File: src/rtl/ram_pkg.sv
// Shared definitions for the RAM port arbiter: RAM geometry, command
// encodings, the command record and round-robin pointer helpers.
package ram_pkg;

    localparam int RAM_ADDR_W = 10;
    localparam int RAM_DATA_W = 32;

    // Command encodings; CMD_WR also matches the polarity of ram_wr_rdn.
    localparam logic CMD_RD = 1'b0;
    localparam logic CMD_WR = 1'b1;

    typedef struct packed {
        logic                  wr;
        logic [RAM_ADDR_W-1:0] addr;
        logic [RAM_DATA_W-1:0] wdata;
    } ram_cmd_t;

    // Width of a pointer that indexes n requesters (at least one bit).
    function automatic int ptr_width(input int n);
        return (n > 1) ? $clog2(n) : 1;
    endfunction

    // Next round-robin position after idx, wrapping explicitly at n so a
    // non-power-of-two requester count never walks into unused codes.
    function automatic int rr_next(input int idx, input int n);
        if (idx + 1 >= n) begin
            return 0;
        end
        return idx + 1;
    endfunction

endpackage

File: src/rtl/ram_port_arbiter_if.sv
// Requester-side bus of the RAM port arbiter.
//
// Handshake: a command on slice i transfers in the cycle where
// req_valid[i] and req_ready[i] are both high at the rising clock edge.
// The requester keeps req_valid[i], req_wr[i] and its address/data slices
// stable until that transfer, but may withdraw req_valid[i] before it is
// granted. req_ready is one-hot or zero. Read responses are a one-cycle
// rsp_valid[i] pulse with rsp_rdata; they cannot be stalled.
interface ram_port_arbiter_if #(
    parameter int NUM_REQ = 2,
    parameter int ADDR_W  = 10,
    parameter int DATA_W  = 32
);
    logic [NUM_REQ-1:0]        req_valid;
    logic [NUM_REQ-1:0]        req_ready;
    logic [NUM_REQ-1:0]        req_wr;
    logic [NUM_REQ*ADDR_W-1:0] req_addr;
    logic [NUM_REQ*DATA_W-1:0] req_wdata;
    logic [NUM_REQ-1:0]        rsp_valid;
    logic [DATA_W-1:0]         rsp_rdata;

    // Requesters drive commands and receive grants/responses.
    modport master (
        output req_valid, req_wr, req_addr, req_wdata,
        input  req_ready, rsp_valid, rsp_rdata
    );

    // The arbiter receives commands and drives grants/responses.
    modport slave (
        input  req_valid, req_wr, req_addr, req_wdata,
        output req_ready, rsp_valid, rsp_rdata
    );

endinterface

File: src/rtl/rr_arbiter.sv
// Combinational round-robin arbiter: grants the first asserted request at
// or after ptr, wrapping around to index 0.
module rr_arbiter
    import ram_pkg::*;
#(
    parameter int N  = 2,
    parameter int PW = ptr_width(N)
) (
    input  logic [N-1:0]  req,
    input  logic [PW-1:0] ptr,
    output logic [N-1:0]  grant,
    output logic [PW-1:0] grant_idx
);

    logic found;

    // Two passes: first the requests at or above ptr, then the wrapped-around
    // ones below it; the first hit wins, which gives rotating priority.
    always_comb begin
        grant     = '0;
        grant_idx = '0;
        found     = 1'b0;
        for (int j = 0; j < N; j++) begin
            if (!found && req[j] && (j >= int'(ptr))) begin
                found     = 1'b1;
                grant[j]  = 1'b1;
                grant_idx = PW'(j);
            end
        end
        for (int j = 0; j < N; j++) begin
            if (!found && req[j]) begin
                found     = 1'b1;
                grant[j]  = 1'b1;
                grant_idx = PW'(j);
            end
        end
    end

endmodule

File: src/rtl/ram_port_arbiter.sv
// Shares one single-port synchronous RAM between NUM_REQ requesters.
// Cycle G: round-robin grant (combinational). Cycle G+1: command registered
// onto the RAM pins. Cycle G+2: the RAM's registered read data is returned
// to the tagged requester as a one-cycle rsp_valid pulse.
module ram_port_arbiter
    import ram_pkg::*;
#(
    parameter int NUM_REQ = 2,
    parameter int ADDR_W  = RAM_ADDR_W,
    parameter int DATA_W  = RAM_DATA_W,
    parameter int PTR_W   = ptr_width(NUM_REQ)
) (
    input  logic               clk,
    input  logic               rst,
    ram_port_arbiter_if.slave  bus,
    output logic               ram_rstn,
    output logic               ram_en,
    output logic               ram_wr_rdn,
    output logic [ADDR_W-1:0]  ram_addr,
    output logic [DATA_W-1:0]  ram_data_wr,
    input  logic [DATA_W-1:0]  ram_data_rd,
    output logic [PTR_W-1:0]   dbg_rr_ptr_o
);

    // Arbitration
    logic [NUM_REQ-1:0] req_live;
    logic [NUM_REQ-1:0] grant;
    logic [PTR_W-1:0]   grant_idx;
    logic               accept;

    // Payload of the granted requester
    logic               sel_wr;
    logic [ADDR_W-1:0]  sel_addr;
    logic [DATA_W-1:0]  sel_wdata;

    // Round-robin pointer
    logic [PTR_W-1:0]   ptr_q, ptr_d;

    // Issue stage: drives the RAM pins directly
    logic               ram_en_q, ram_en_d;
    logic               ram_wr_rdn_q, ram_wr_rdn_d;
    logic [ADDR_W-1:0]  ram_addr_q, ram_addr_d;
    logic [DATA_W-1:0]  ram_data_wr_q, ram_data_wr_d;
    logic               issue_rd_q, issue_rd_d;
    logic [PTR_W-1:0]   issue_tag_q, issue_tag_d;

    // Response stage: RAM read data is valid while rsp_rd_q is set
    logic               rsp_rd_q, rsp_rd_d;
    logic [PTR_W-1:0]   rsp_tag_q, rsp_tag_d;

    // Requests are masked during reset so no grant can appear while rst is high.
    assign req_live = bus.req_valid & {NUM_REQ{~rst}};

    rr_arbiter #(
        .N  (NUM_REQ),
        .PW (PTR_W)
    ) u_rr_arbiter (
        .req       (req_live),
        .ptr       (ptr_q),
        .grant     (grant),
        .grant_idx (grant_idx)
    );

    assign accept        = |grant;
    assign bus.req_ready = grant;

    // Pick the command fields of the granted requester out of the flat buses.
    always_comb begin
        sel_wr    = 1'b0;
        sel_addr  = '0;
        sel_wdata = '0;
        for (int i = 0; i < NUM_REQ; i++) begin
            if (grant[i]) begin
                sel_wr    = bus.req_wr[i];
                sel_addr  = bus.req_addr[i*ADDR_W +: ADDR_W];
                sel_wdata = bus.req_wdata[i*DATA_W +: DATA_W];
            end
        end
    end

    // Next state of the pointer and both pipeline stages; the address/data
    // pins hold their last value when no command is issued.
    always_comb begin
        ptr_d         = ptr_q;
        ram_en_d      = accept;
        ram_wr_rdn_d  = ram_wr_rdn_q;
        ram_addr_d    = ram_addr_q;
        ram_data_wr_d = ram_data_wr_q;
        issue_rd_d    = 1'b0;
        issue_tag_d   = issue_tag_q;
        rsp_rd_d      = issue_rd_q;
        rsp_tag_d     = issue_tag_q;
        if (accept) begin
            ptr_d         = PTR_W'(rr_next(int'(grant_idx), NUM_REQ));
            ram_wr_rdn_d  = (sel_wr == CMD_WR);
            ram_addr_d    = sel_addr;
            ram_data_wr_d = sel_wdata;
            issue_rd_d    = (sel_wr == CMD_RD);
            issue_tag_d   = grant_idx;
        end
    end

    // State registers; reset drops every in-flight command.
    always_ff @(posedge clk) begin
        if (rst) begin
            ptr_q         <= '0;
            ram_en_q      <= 1'b0;
            ram_wr_rdn_q  <= 1'b0;
            ram_addr_q    <= '0;
            ram_data_wr_q <= '0;
            issue_rd_q    <= 1'b0;
            issue_tag_q   <= '0;
            rsp_rd_q      <= 1'b0;
            rsp_tag_q     <= '0;
        end else begin
            ptr_q         <= ptr_d;
            ram_en_q      <= ram_en_d;
            ram_wr_rdn_q  <= ram_wr_rdn_d;
            ram_addr_q    <= ram_addr_d;
            ram_data_wr_q <= ram_data_wr_d;
            issue_rd_q    <= issue_rd_d;
            issue_tag_q   <= issue_tag_d;
            rsp_rd_q      <= rsp_rd_d;
            rsp_tag_q     <= rsp_tag_d;
        end
    end

    // Decode the response tag into a one-hot pulse for the owning requester.
    always_comb begin
        bus.rsp_valid = '0;
        for (int i = 0; i < NUM_REQ; i++) begin
            bus.rsp_valid[i] = rsp_rd_q && (rsp_tag_q == PTR_W'(i));
        end
    end

    assign bus.rsp_rdata = rsp_rd_q ? ram_data_rd : '0;

    assign ram_rstn     = ~rst;
    assign ram_en       = ram_en_q;
    assign ram_wr_rdn   = ram_wr_rdn_q;
    assign ram_addr     = ram_addr_q;
    assign ram_data_wr  = ram_data_wr_q;
    assign dbg_rr_ptr_o = ptr_q;

endmodule

File: src/flat_wrapper.sv
// flat-port wrapper written by rule: the top's interface ports become plain ports
module ram_port_arbiter_flat import ram_pkg::*;
#(
    parameter int NUM_REQ = 2,
    parameter int ADDR_W  = RAM_ADDR_W,
    parameter int DATA_W  = RAM_DATA_W,
    parameter int PTR_W   = ptr_width(NUM_REQ)
)
  (clk, rst, ram_rstn, ram_en, ram_wr_rdn, ram_addr, ram_data_wr, ram_data_rd, dbg_rr_ptr_o, bus_req_valid, bus_req_wr, bus_req_addr, bus_req_wdata, bus_req_ready, bus_rsp_valid, bus_rsp_rdata);
  ram_port_arbiter_if #(.NUM_REQ(NUM_REQ), .ADDR_W(ADDR_W), .DATA_W(DATA_W)) bus_i ();
  input  logic clk;
  input  logic rst;
  output logic ram_rstn;
  output logic ram_en;
  output logic ram_wr_rdn;
  output logic [ADDR_W-1:0] ram_addr;
  output logic [DATA_W-1:0] ram_data_wr;
  input  logic [DATA_W-1:0] ram_data_rd;
  output logic [PTR_W-1:0] dbg_rr_ptr_o;
  input wire logic [$bits(bus_i.req_valid)-1:0] bus_req_valid;
  input wire logic [$bits(bus_i.req_wr)-1:0] bus_req_wr;
  input wire logic [$bits(bus_i.req_addr)-1:0] bus_req_addr;
  input wire logic [$bits(bus_i.req_wdata)-1:0] bus_req_wdata;
  output wire logic [$bits(bus_i.req_ready)-1:0] bus_req_ready;
  output wire logic [$bits(bus_i.rsp_valid)-1:0] bus_rsp_valid;
  output wire logic [$bits(bus_i.rsp_rdata)-1:0] bus_rsp_rdata;
  assign bus_i.req_valid = bus_req_valid;
  assign bus_i.req_wr = bus_req_wr;
  assign bus_i.req_addr = bus_req_addr;
  assign bus_i.req_wdata = bus_req_wdata;
  assign bus_req_ready = bus_i.req_ready;
  assign bus_rsp_valid = bus_i.rsp_valid;
  assign bus_rsp_rdata = bus_i.rsp_rdata;
  ram_port_arbiter #(.NUM_REQ(NUM_REQ), .ADDR_W(ADDR_W), .DATA_W(DATA_W), .PTR_W(PTR_W)) u_core (.clk(clk), .rst(rst), .bus(bus_i), .ram_rstn(ram_rstn), .ram_en(ram_en), .ram_wr_rdn(ram_wr_rdn), .ram_addr(ram_addr), .ram_data_wr(ram_data_wr), .ram_data_rd(ram_data_rd), .dbg_rr_ptr_o(dbg_rr_ptr_o));
endmodule
File: config.mk
export PLATFORM = sky130hd
export DESIGN_NAME = ram_port_arbiter_flat
export DESIGN_NICKNAME = d
export VERILOG_FILES = /design/src/rtl/ram_pkg.sv /design/src/rtl/ram_port_arbiter_if.sv /design/src/rtl/rr_arbiter.sv /design/src/rtl/ram_port_arbiter.sv /design/src/flat_wrapper.sv
export SDC_FILE = /design/constraint.sdc
export NUM_CORES = 1
export LEC_CHECK = 0
export BUFFER_PORTS_ARGS = -buffer_cell sky130_fd_sc_hd__buf_4
export CAP_MARGIN = 0
export CORE_MARGIN = 1
export CORE_UTILIZATION = 41
export DETAILED_ROUTE_END_ITERATION = 6
export PLACE_DENSITY = 0.9
export REMOVE_ABC_BUFFERS = 1
export SYNTH_ARGS = -nofsm -noshare
export SYNTH_HDL_FRONTEND = slang
export SYNTH_SLANG_ARGS = --single-unit
File: constraint.sdc
create_clock -name clk -period 1.5 [get_ports clk]
set_input_delay 0.075 -clock clk [delete_from_list [all_inputs] [get_ports clk]]
set_output_delay 0.075 -clock clk [all_outputs]
set_load 0.01 [all_outputs]
**Word level (Yosys, flattened, before mapping)**

Index checks and enable logic that the tools add are counted.

- Bits in registers: 49
- Output and inout port bits: 82
- Input port bits: 122

- Bitwise gates (word level): 5
- Magnitude comparators: 2
- Add/subtract/negate cells: 1
- Reduce and logical (&&, ||, !) cells: 11
- Mux-type cells: 18

Operator list:

| operator | number |
|---|---|
| 32-bit 2-to-1 mux | 3 |
| 10-bit 2-to-1 mux | 2 |
| 1-bit 2-to-1 mux | 13 |
| 1-bit logical AND | 6 |
| 1-bit NOT | 4 |
| 2-bit OR reduction | 2 |
| 1-bit logical NOT | 3 |
| 1-bit by 1-bit adder with 2-bit output, second input constant | 1 |
| 2-bit bitwise AND | 1 |
| 2-bit >= comparator, second input constant | 1 |
| 1-bit >= comparator, first input constant | 1 |

**Logic depth before layout (Yosys ltp)**

Gate-level depths: netlist of the first run.

- Depth in word-level cells: 18
- Gate-level depth with buffers: 5
- Depth with buffers taken out: 3

**Modules after synthesis**

From an unflattened synthesis of the first run, not the netlist that was laid out.

- Cells, all modules: 255
- Area, all modules: 2,482.4 um^2

Modules (own cells, without submodules):

| module | area an instance (um^2) | cells an instance | times used |
|---|---|---|---|
| ram_port_arbiter | 2,456.1 | 251 | 1 |
| rr_arbiter | 26.3 | 4 | 1 |

**Worst setup path before layout of the first run**

No wires, ideal clock.

- Kind: register to register
- Start: reg u_core.ptr_q (netlist: u_core.dbg_rr_ptr_o)
- End: reg u_core.ram_data_wr_q[31] (netlist: u_core.ram_data_wr[31])
- Setup slack: 0.211 ns
- Arrival time: 1.149 ns
- Cell stages (with the launch flop): 5
- Cells stage by stage: dfxtp_1 -> clkbuf_1 -> clkbuf_1 -> nor3b_1 -> a2111oi_2

- Cells in the longest elaborated chain, start to end: 13
- Elaborated cells between the ends (all ways): 17
- Those cells by class: order compare (1); mux (8); reduce/logical (8)

Ends and longest elaborated chain:

| what | RTL line | RTL |
|---|---|---|
| from (decl) | ram_port_arbiter.sv:37 | `logic [PTR_W-1:0] ptr_q, ptr_d;` |
| from (signal assigned) | ram_port_arbiter.sv:116 | `ptr_q <= ptr_d;` |
| 1-bit >= comparator (*) | rr_arbiter.sv:24 | `if (!found && req[j] && (j >= int'(ptr))) begin` |
| 1-bit logical AND (*) | rr_arbiter.sv:24 |  |
| 1-bit 2-to-1 mux (*) | rr_arbiter.sv:24 |  |
| 1-bit logical NOT | rr_arbiter.sv:24 |  |
| 1-bit logical AND | rr_arbiter.sv:24 |  |
| 1-bit 2-to-1 mux | rr_arbiter.sv:24 |  |
| 1-bit logical NOT | rr_arbiter.sv:31 | `if (!found && req[j]) begin` |
| 1-bit logical AND | rr_arbiter.sv:31 |  |
| 1-bit 2-to-1 mux | rr_arbiter.sv:31 |  |
| 1-bit logical NOT | rr_arbiter.sv:31 |  |
| 1-bit logical AND | rr_arbiter.sv:31 |  |
| 1-bit 2-to-1 mux | rr_arbiter.sv:31 |  |
| 32-bit 2-to-1 mux / 2-bit OR reduction (equally long branches) | ram_port_arbiter.sv:73, ram_port_arbiter.sv:64 |  |
| to (signal assigned) | ram_port_arbiter.sv:120 | `ram_data_wr_q <= ram_data_wr_d;` |
| to (decl) | ram_port_arbiter.sv:43 | `logic [DATA_W-1:0] ram_data_wr_q, ram_data_wr_d;` |

Mark *: on every way between the ends. The rest lies on a longest branch, timed or not.
A chain may end at the register's enable or synchronous reset.

**Worst setup path after layout of the first run**

- Start: reg u_core.ptr_q (netlist: u_core.dbg_rr_ptr_o)
- End: out bus_req_ready[0]

- Cells in the longest elaborated chain, start to end: 9

Ends and longest elaborated chain:

| what | RTL line | RTL |
|---|---|---|
| 1-bit >= comparator (*) | rr_arbiter.sv:24 |  |
| 1-bit logical AND (*) | rr_arbiter.sv:24 |  |
| 1-bit 2-to-1 mux (*) | rr_arbiter.sv:24 |  |
| 1-bit logical NOT | rr_arbiter.sv:24 |  |
| 1-bit logical AND | rr_arbiter.sv:24 |  |
| 1-bit 2-to-1 mux | rr_arbiter.sv:24 |  |
| 1-bit logical NOT | rr_arbiter.sv:31 |  |
| 1-bit logical AND | rr_arbiter.sv:31 |  |
| 1-bit 2-to-1 mux (*) | rr_arbiter.sv:31 |  |
| to (decl) | flat_wrapper.sv:24 | `output wire logic [$bits(bus_i.req_ready)-1:0] bus_req_ready;` |

Marks and branches as above.

==> results.yml, run 1 <==
worst_setup_path:
  slowest_stage: "dfxtp_1"
  path_class: "flip-flop to output pin"
  slowest_delay_ns: 0.36
  required_ns: 1.42
  crit_path_end_kind: "output pin"
  cp_cell_sequence: "a21bo_2, buf_12, nor2_1, buf_4"
  start_kind: "flip-flop"
  critPathTopFamily: "buffers and inverters"
  rrSetupSlack_ns: 0.22
  path_buf_inv: 2
  critPathArrivalTime_ns: 1.30
  cp_max_fo: 44
status:
  outcome: "complete, no violations"
layout:
  area_growth_pct: 56.7
  drive_above_1_share_pct: 47.5
  layout_common_cells: "208 x buf_4, 49 x dfxtp_1, 46 x nor2_1"
  num_antenna_cells: 0
  fillerInstances: 548
  final_common_cell: "buf_4"
  utilization_pct: 66.4
  nNetsFinal: 609
  finalNonFillerCells: 584
clocking:
  clk_pin_slew_ns: 0.09
  cts_buffer_depth: 2
  cts.sinks: 49
  ctsResizeCount: 0
  worst_skew_pair.late_latency_ns: 0.30
  cts_root_buf: "clkbuf_8"
  htreeDepth: 2
  cts_tree: "done"
  cts_buffers: 5
  postCtsSetupBuffers: 0
  holdBufCountCts: 0
placed_design:
  hpwl_um: 6360
  gp_congestion: 0.721
  port_buffers: 203
  dpl.cell_count: 576
sta:
  worst_slew_pin_slew_ns: 0.602
  fin_crit_ns: 1.37
  finalSetupViolCount: 0
  clock_skew_ns: 0.0103
  slew_headroom_pct: 59.9
  max_freq_mhz: 730
  rsz0062_at_grt: "no"
  finalCritPeriodShare_pct: 91.3
  final_hold_viol_count: 0
  maxSlewViolCount: 0
yosys:
  syn_area_um2: 2880
  synth_seq_area_share_pct: 34.1
  avgSynthCellArea_um2: 9.63
  synth.area.top_cells: "dfxtp_1 34%, mux2i_1 15%, nor3b_1 11%, a2111oi_1 8.3%, and2_1 7.2%"
  yosysWarnings: 0
  yosys.area.top_type: "dfxtp_1"
  netlist.area_leader.share_pct: 34.1
  yosysUniqueCellTypes: 25
  ys_seq_elements: 49
  syn_inst: 299
grt:
  grt_max_degree: 48
  grt_overflow: 0
  antenna_found_initial: 0
  grt_pass1_wl_um: 13600
  grt_usage_pct: 23.1
  grt_pass1_vias: 2933
pwr:
  power_leakage_nw: 2.09
  p_per_area_nw_per_um2: 715
  ir_worst_vdd_mv: 0.489
  finalPower_mw: 3.22
route:
  drc_errors: 0
  wl_um: 8780
  viasPerCell: 5.26
  first_pass_iters: 4
  wl_per_cell_um: 15.0
  drt_iter0_markers: 87
  ant_nets: 0
  num_vias: 3069
die:
  die_area_um2: 7360
  fp.dieH_um: 85.8
  start_util_pct: 42.4
  ios: 204
  coreArea_um2: 6790
  die_w_um: 85.8
  rows: 30
run:
  cap_viol_max_count: 0
hold_path:
  hold_path_class: "input pin to flip-flop"
[area by class of cell]
cell class	count	area [um2]	area share (%)
well taps	96	120	2.66
inverters	3	12.5	0.277
repair buffers	212	1640	36.4
clock buffers	8	80.1	1.78
multi-input cells	216	1680	37.1
flip-flops and latches	49	981	21.7
[worst min-delay path: stages]
cell       delay [ns]
buf_4            0.11
nor2_1           0.09
a2111oi_1        0.05
[path summary, 6_finish.rpt]
path / to / start / cells after the start
worst max-delay path: bus_req_ready[0] / u_core.dbg_rr_ptr_o / 4
worst min-delay path: u_core.ram_data_wr[20] / bus_req_wdata[20] / 3
worst max register to register: u_core.ram_data_wr[10] / u_core.dbg_rr_ptr_o / 4
worst min register to register: u_core.rsp_rd_q / u_core.issue_rd_q / 1
[report_power, final]
group | total, mW | internal (mW) | switching, mW
clock network | 0.761 | 0.333 | 0.429
registers | 1.47 | 1.41 | 0.0564
logic | 0.997 | 0.565 | 0.431
[kinds of logic after synthesis]
family / synth area share [%]
AND/OR/NAND/NOR: 25.0
flip-flops: 34.1
buffers and inverters: 7.74
AO/OA/AOI/OAI: 18.6
multiplexers: 14.6
[synthesized netlist by cell type, drive strengths merged]
| library cell | number |
|---|---|
| o21ai | 1 |
| clkbuf | 16 |
| buf | 15 |
| nor2b | 4 |
| o32a | 1 |
| nor3b | 42 |
| o2bb2ai | 1 |
| a21bo | 1 |
| clkinv | 1 |
| mux2i | 42 |
| nor2 | 46 |
| inv | 2 |
| o311a | 1 |
| and2 | 33 |
| a211oi | 1 |
| dfxtp | 49 |
| a2111oi | 42 |
| a21oi | 1 |
[flip-flops by register name, summed over array words and instances, names as in the netlist]
name,flops
u_core.issue_rd_q,1
u_core.ram_en,1
u_core.ram_data_wr,32
u_core.rsp_rd_q,1
u_core.rsp_tag_q,1
u_core.issue_tag_q,1
u_core.dbg_rr_ptr_o,1
u_core.ram_addr,10
u_core.ram_wr_rdn,1
[per-layer routing]
layer	wire, um	global-route usage, %	up-vias
met2	4510	42.8	147
met4	279	9.24	0
li1	-	-	1473
met5	0	0	-
met3	656	5.87	24
met1	3330	25.1	1425
[stage by stage]
| stage | TNS (ns) | hold slack, ns | cell area, um2 | setup WS, ns |
|---|---|---|---|---|
| floorplan | -18.66 | 0.144 | 2670 | -0.424 |
| global placement | 0 | 0.362 | 4430 | 0.310 |
| detailed placement | 0 | 0.371 | 4430 | 0.215 |
| CTS | 0 | 0.0585 | 4510 | 0.129 |
| global route | 0 | 0.0572 | 4510 | 0.0121 |
| finish | 0 | 0.0574 | 4510 | 0.130 |
Note: power is estimated with default switching activity, not from simulation.
==> inputs of run 2 (changes only) <==
==> constraint.sdc (replaced) <==
create_clock -name clk -period 1.5 [get_ports clk]
set_input_delay 0.225 -clock clk [delete_from_list [all_inputs] [get_ports clk]]
set_output_delay 0.225 -clock clk [all_outputs]
set_load 0.01 [all_outputs]
==> results.yml, run 2 (synthesized netlist as in run 1, its figures left out) <==
pwr:
  p_per_area_nw_per_um2: 723
  p_int_mw: 2.42
  power_leakage_nw: 2.15
  p_seq_share_pct: 43.8
  ir_worst_vdd_mv: 0.601
  netSwitchingFraction_pct: 27.7
  finalPower_mw: 3.34
  combPwrFrac_pct: 30.8
  pwr-share-clk_pct: 25.3
  power.switching_mw: 0.924
sta:
  worst_slew_pin_slew_ns: 0.390
  maxSlewViolCount: 0
  holdWs_ns: 0.216
  max_freq_mhz: 687
  slew_headroom_pct: 73.9
  rsz0062_at_grt: "yes"
  finalCritPeriodShare_pct: 97.0
  fin_crit_ns: 1.46
  final_hold_viol_count: 0
  finalSetupViolCount: 0
  clock_skew_ns: 0.00782
die:
  die_area_um2: 7360
  fp.dieH_um: 85.8
  die_w_um: 85.8
  ios: 204
  rows: 30
  start_util_pct: 42.4
  coreArea_um2: 6790
layout:
  largest_reg_flops: 32
  seq_area_um2: 985
  area_growth_pct: 60.5
  layout_common_cells: "214 x buf_4, 48 x dfxtp_1, 45 x nor2_1"
  nNetsFinal: 617
  drive_above_1_share_pct: 49.4
  final_common_cell: "buf_4"
  multi_input_area_um2: 1680
  fillerInstances: 543
  num_antenna_cells: 0
  utilization_pct: 68.0
grt:
  grt_pass1_wl_um: 13700
  grt_overflow: 0
  grt_usage_pct: 23.3
  grt_pass1_vias: 2977
  grt_max_degree: 44
  antenna_found_initial: 0
worst_setup_path:
  required_ns: 1.27
  crit_path_end_kind: "output pin"
  path_class: "flip-flop to output pin"
  cp_max_fo: 20
  start_kind: "flip-flop"
  critPathArrivalTime_ns: 1.23
placed_design:
  gp_congestion: 0.757
  port_buffers: 203
  hpwl_um: 6730
route:
  wl_per_cell_um: 15.2
  ant_nets: 0
  met2WireLength_um: 4710
  viasPerCell: 5.19
  first_pass_iters: 4
  wl_met3_um: 720
  highest_layer: "met4"
  drt-met1-wl_um: 3430
  drc_errors: 0
  num_vias: 3071
  wl_um: 8990
  drt_iter0_markers: 71
clocking:
  htreeDepth: 2
  cts_tree: "done"
  cts.sinks: 49
  worst_skew_pair.late_latency_ns: 0.30
  cts_root_buf: "clkbuf_8"
  holdBufCountCts: 0
  cts_buffers: 5
  clk_pin_slew_ns: 0.09
  cts_buffer_depth: 2
hold_path:
  hold_path_class: "input pin to flip-flop"
run:
  cap_viol_max_count: 0
status:
  outcome: "complete, no violations"
[run 2: cell count changes in the layout (fill, tap and decap cells not counted), sizes merged]
cell,previous run,this run
buf,212,220
clkbuf,8,7
clkinv,2,3
[run 2: cell type report]
| class | count | share of cell area, % |
|---|---|---|
| timing repair buffer | 220 | 37.2 |
| multi-input combinational | 216 | 36.4 |
| sequential | 49 | 21.3 |
| tap | 96 | 2.60 |
| clock buffer | 7 | 2.09 |
| inverter | 3 | 0.271 |
| clock inverter | 1 | 0.108 |
[run 2: critical path: stages (launching register included)]
cell and delay, ns:
dfxtp_4 0.36, a21bo_4 0.23, buf_12 0.16, nor2_2 0.07, buf_4 0.12
[run 2: final timing paths]
kind / startpoint / end / slack (ns) / cells past startpoint
worst max-delay path: u_core.dbg_rr_ptr_o / bus_req_ready[0] / 0.04 / 4
worst min-delay path: bus_req_wdata[13] / u_core.ram_data_wr[13] / 0.22 / 3
worst max register to register: u_core.dbg_rr_ptr_o / u_core.ram_data_wr[7] / 0.13 / 4
worst min register to register: u_core.issue_rd_q / u_core.rsp_rd_q / 0.44 / 1
[run 2: repair_timing]
item,in CTS,in global routing
buffers inserted,1,1
gates resized for setup,3,3
endpoints found under the setup margin,1,2
hold endpoints to repair,0,0
[run 2: stage by stage]
stage               worst slack (ns)  cell area [um2]  setup TNS (ns)  std cells
finish                        0.0444             4620               0        592
global route                 -0.0274             4620         -0.0274        592
CTS                         0.000716             4610               0        591
floorplan                     -0.424             2670          -19.00        268
detailed placement           -0.0200             4490         -0.0484        582
global placement              0.0191             4490               0        582
[run 2: routing by layer]
metal	vias to the layer above	GRT usage, %
met4	0	6.36
met1	1449	24.3
met3	12	6.93
met2	126	44.9
met5	-	0
li1	1484	-
[run 2: power groups by stage]
stage                     clock network [mW]  logic (mW)  registers, mW
after global placement                     0       0.997           1.49
after global routing                   0.940        1.11           1.48
final                                  0.845        1.03           1.46
after detailed placement                   0        1.02           1.50
after floorplan                            0       0.325           1.55
after CTS                              0.873        1.03           1.46
==> inputs of run 3 (changes only) <==
--- a/config.mk
+++ b/config.mk
@@ -8,9 +8,9 @@
 export BUFFER_PORTS_ARGS = -buffer_cell sky130_fd_sc_hd__buf_4
 export CAP_MARGIN = 0
 export CORE_MARGIN = 1
-export CORE_UTILIZATION = 41
+export CORE_UTILIZATION = 37
 export DETAILED_ROUTE_END_ITERATION = 6
-export PLACE_DENSITY = 0.9
+export PLACE_DENSITY = 0.86
 export REMOVE_ABC_BUFFERS = 1
 export SYNTH_ARGS = -nofsm -noshare
 export SYNTH_HDL_FRONTEND = slang
==> constraint.sdc (replaced) <==
create_clock -name clk -period 1.2 [get_ports clk]
set_input_delay 0.18 -clock clk [delete_from_list [all_inputs] [get_ports clk]]
set_output_delay 0.18 -clock clk [all_outputs]
set_load 0.01 [all_outputs]
==> results.yml, run 3 (synthesized netlist as in run 1, its figures left out) <==
placed_design:
  hpwl_um: 7180
  gp_congestion: 0.746
  placed_area_um2: 4560
  pre_cts_ws_ns: -0.161
  port_buffers: 203
pwr:
  ir_worst_vdd_mv: 0.604
  p_per_area_nw_per_um2: 847
  power_leakage_nw: 2.43
worst_setup_path:
  required_ns: 1.38
  critPathTopFamily: "compound AO/OA/AOI/OAI gates"
  start_kind: "flip-flop"
  cp_max_fo: 5
  cp.depth: 6
  critPathCapture: "u_core.ram_data_wr[15]"
  r2r-start: "u_core.dbg_rr_ptr_o"
  crit_start: "u_core.dbg_rr_ptr_o"
  rrSetupSlack_ns: -0.18
  critPathArrivalTime_ns: 1.56
  r2r_cells: 6
  slowest_delay_ns: 0.38
  cp_cell_sequence: "a21bo_4, buf_6, buf_12, buf_16, nor2_1, a2111oi_1"
  slowest_stage: "dfxtp_2"
  path_buf_inv: 3
  path_class: "flip-flop to flip-flop"
  crit_path_end_kind: "flip-flop"
  r2r-end: "u_core.ram_data_wr[15]"
grt:
  grt_pass1_vias: 3122
  grt_max_degree: 35
  grt_overflow: 0
  grt_usage_pct: 22.9
  antenna_found_initial: 0
  grt_pass1_wl_um: 15300
clocking:
  cts_buffers: 5
  cts.sinks: 49
  clk_pin_slew_ns: 0.10
  cts_buffer_depth: 2
  cts_root_buf: "clkbuf_8"
  worst_skew_pair.late_latency_ns: 0.30
  htreeDepth: 2
  cts_tree: "done"
layout:
  largest_reg_flops: 32
  layout_common_cells: "184 x buf_4, 47 x dfxtp_1, 42 x mux2i_1"
  area_growth_pct: 88.4
  final_common_cell: "buf_4"
  num_antenna_cells: 0
  fillerInstances: 506
  nNetsFinal: 639
  utilization_pct: 73.6
  final_cell_area_um2: 5420
  drive_above_1_share_pct: 65.1
sta:
  worst_slew_pin_slew_ns: 0.414
  finalSetupViolCount: 72
  fin_crit_ns: 1.38
  slew_headroom_pct: 72.3
  holdWs_ns: 0.174
  maxSlewViolCount: 0
  final_hold_viol_count: 0
  tns_ns: -6.10
  rsz0062_at_grt: "yes"
  max_freq_mhz: 724
  clock_skew_ns: 0.00791
  setup_ws_ns: -0.182
  finalCritPeriodShare_pct: 115
route:
  drt_iter0_markers: 130
  num_vias: 3316
  viasPerCell: 5.37
  ant_nets: 0
  drc_errors: 0
  wl_per_cell_um: 18.3
  wl_um: 11300
  first_pass_iters: 4
status:
  outcome: "finished with violations"
  violations: "negative setup slack"
die:
  coreArea_um2: 7370
  start_util_pct: 39.1
  die_area_um2: 8140
  rows: 31
  die_w_um: 90.2
  ios: 204
  fp.dieH_um: 90.2
run:
  cap_viol_max_count: 0
hold_path:
  hold_path_class: "input pin to flip-flop"
==> run 3: worst reg2reg max path: stages (launching register included) <==
cell       delay (ns)
dfxtp_2          0.38
a21bo_4          0.18
buf_6            0.13
buf_12           0.10
buf_16           0.10
nor2_1           0.04
a2111oi_1        0.33
==> run 3: worst min path at each step <==
stage | slack (ns) | startpoint | end | cells after the start
3_3_place_gp | 0.42 | u_core.issue_rd_q | u_core.rsp_rd_q | 1
3_5_place_dp | 0.42 | u_core.issue_rd_q | u_core.rsp_rd_q | 1
2_1_floorplan | 0.25 | rst | u_core.ram_addr[4] | 1
5_1_grt | 0.17 | bus_req_wdata[23] | u_core.ram_data_wr[23] | 3
6_report | 0.17 | bus_req_wdata[5] | u_core.ram_data_wr[5] | 3
4_1_cts | 0.17 | bus_req_wdata[25] | u_core.ram_data_wr[25] | 3
==> run 3: cell type report <==
type                       instances  area [um2]  area share (%)
tap                               99         124            2.28
multi-input combinational        216        1980            36.5
clock buffer                       7        96.3            1.78
timing repair buffer             242        2220            40.9
inverter                           3        12.5           0.231
clock inverter                     1        5.00          0.0923
sequential                        49         986            18.2
==> run 3: timing repair <==
action                     4_1_cts  5_1_grt
resized for setup               29      110
pin swaps                       26       12
cloned                           3        5
setup buffers                    4        6
setup endpoints to repair       59       81
hold buffers                     0        0
==> run 3: layer usage <==
metal	track usage (%)	wire length, um
met2	42.6	5890
met4	5.38	292
met3	5.41	665
met5	0	0
met1	26.3	4430
==> run 3: per-stage QoR <==
stage,power (mW),instances
after detailed placement,3.18,591
after global routing,4.77,617
after global placement,3.15,591
after floorplan,2.35,268
final,4.59,617
after CTS,4.37,606
==> run 3: where the power goes <==
group          switching [mW]  internal, mW  total [mW]
sequential             0.0834          1.76        1.85
combinational           0.698         0.951        1.65
clock                   0.577         0.523        1.10
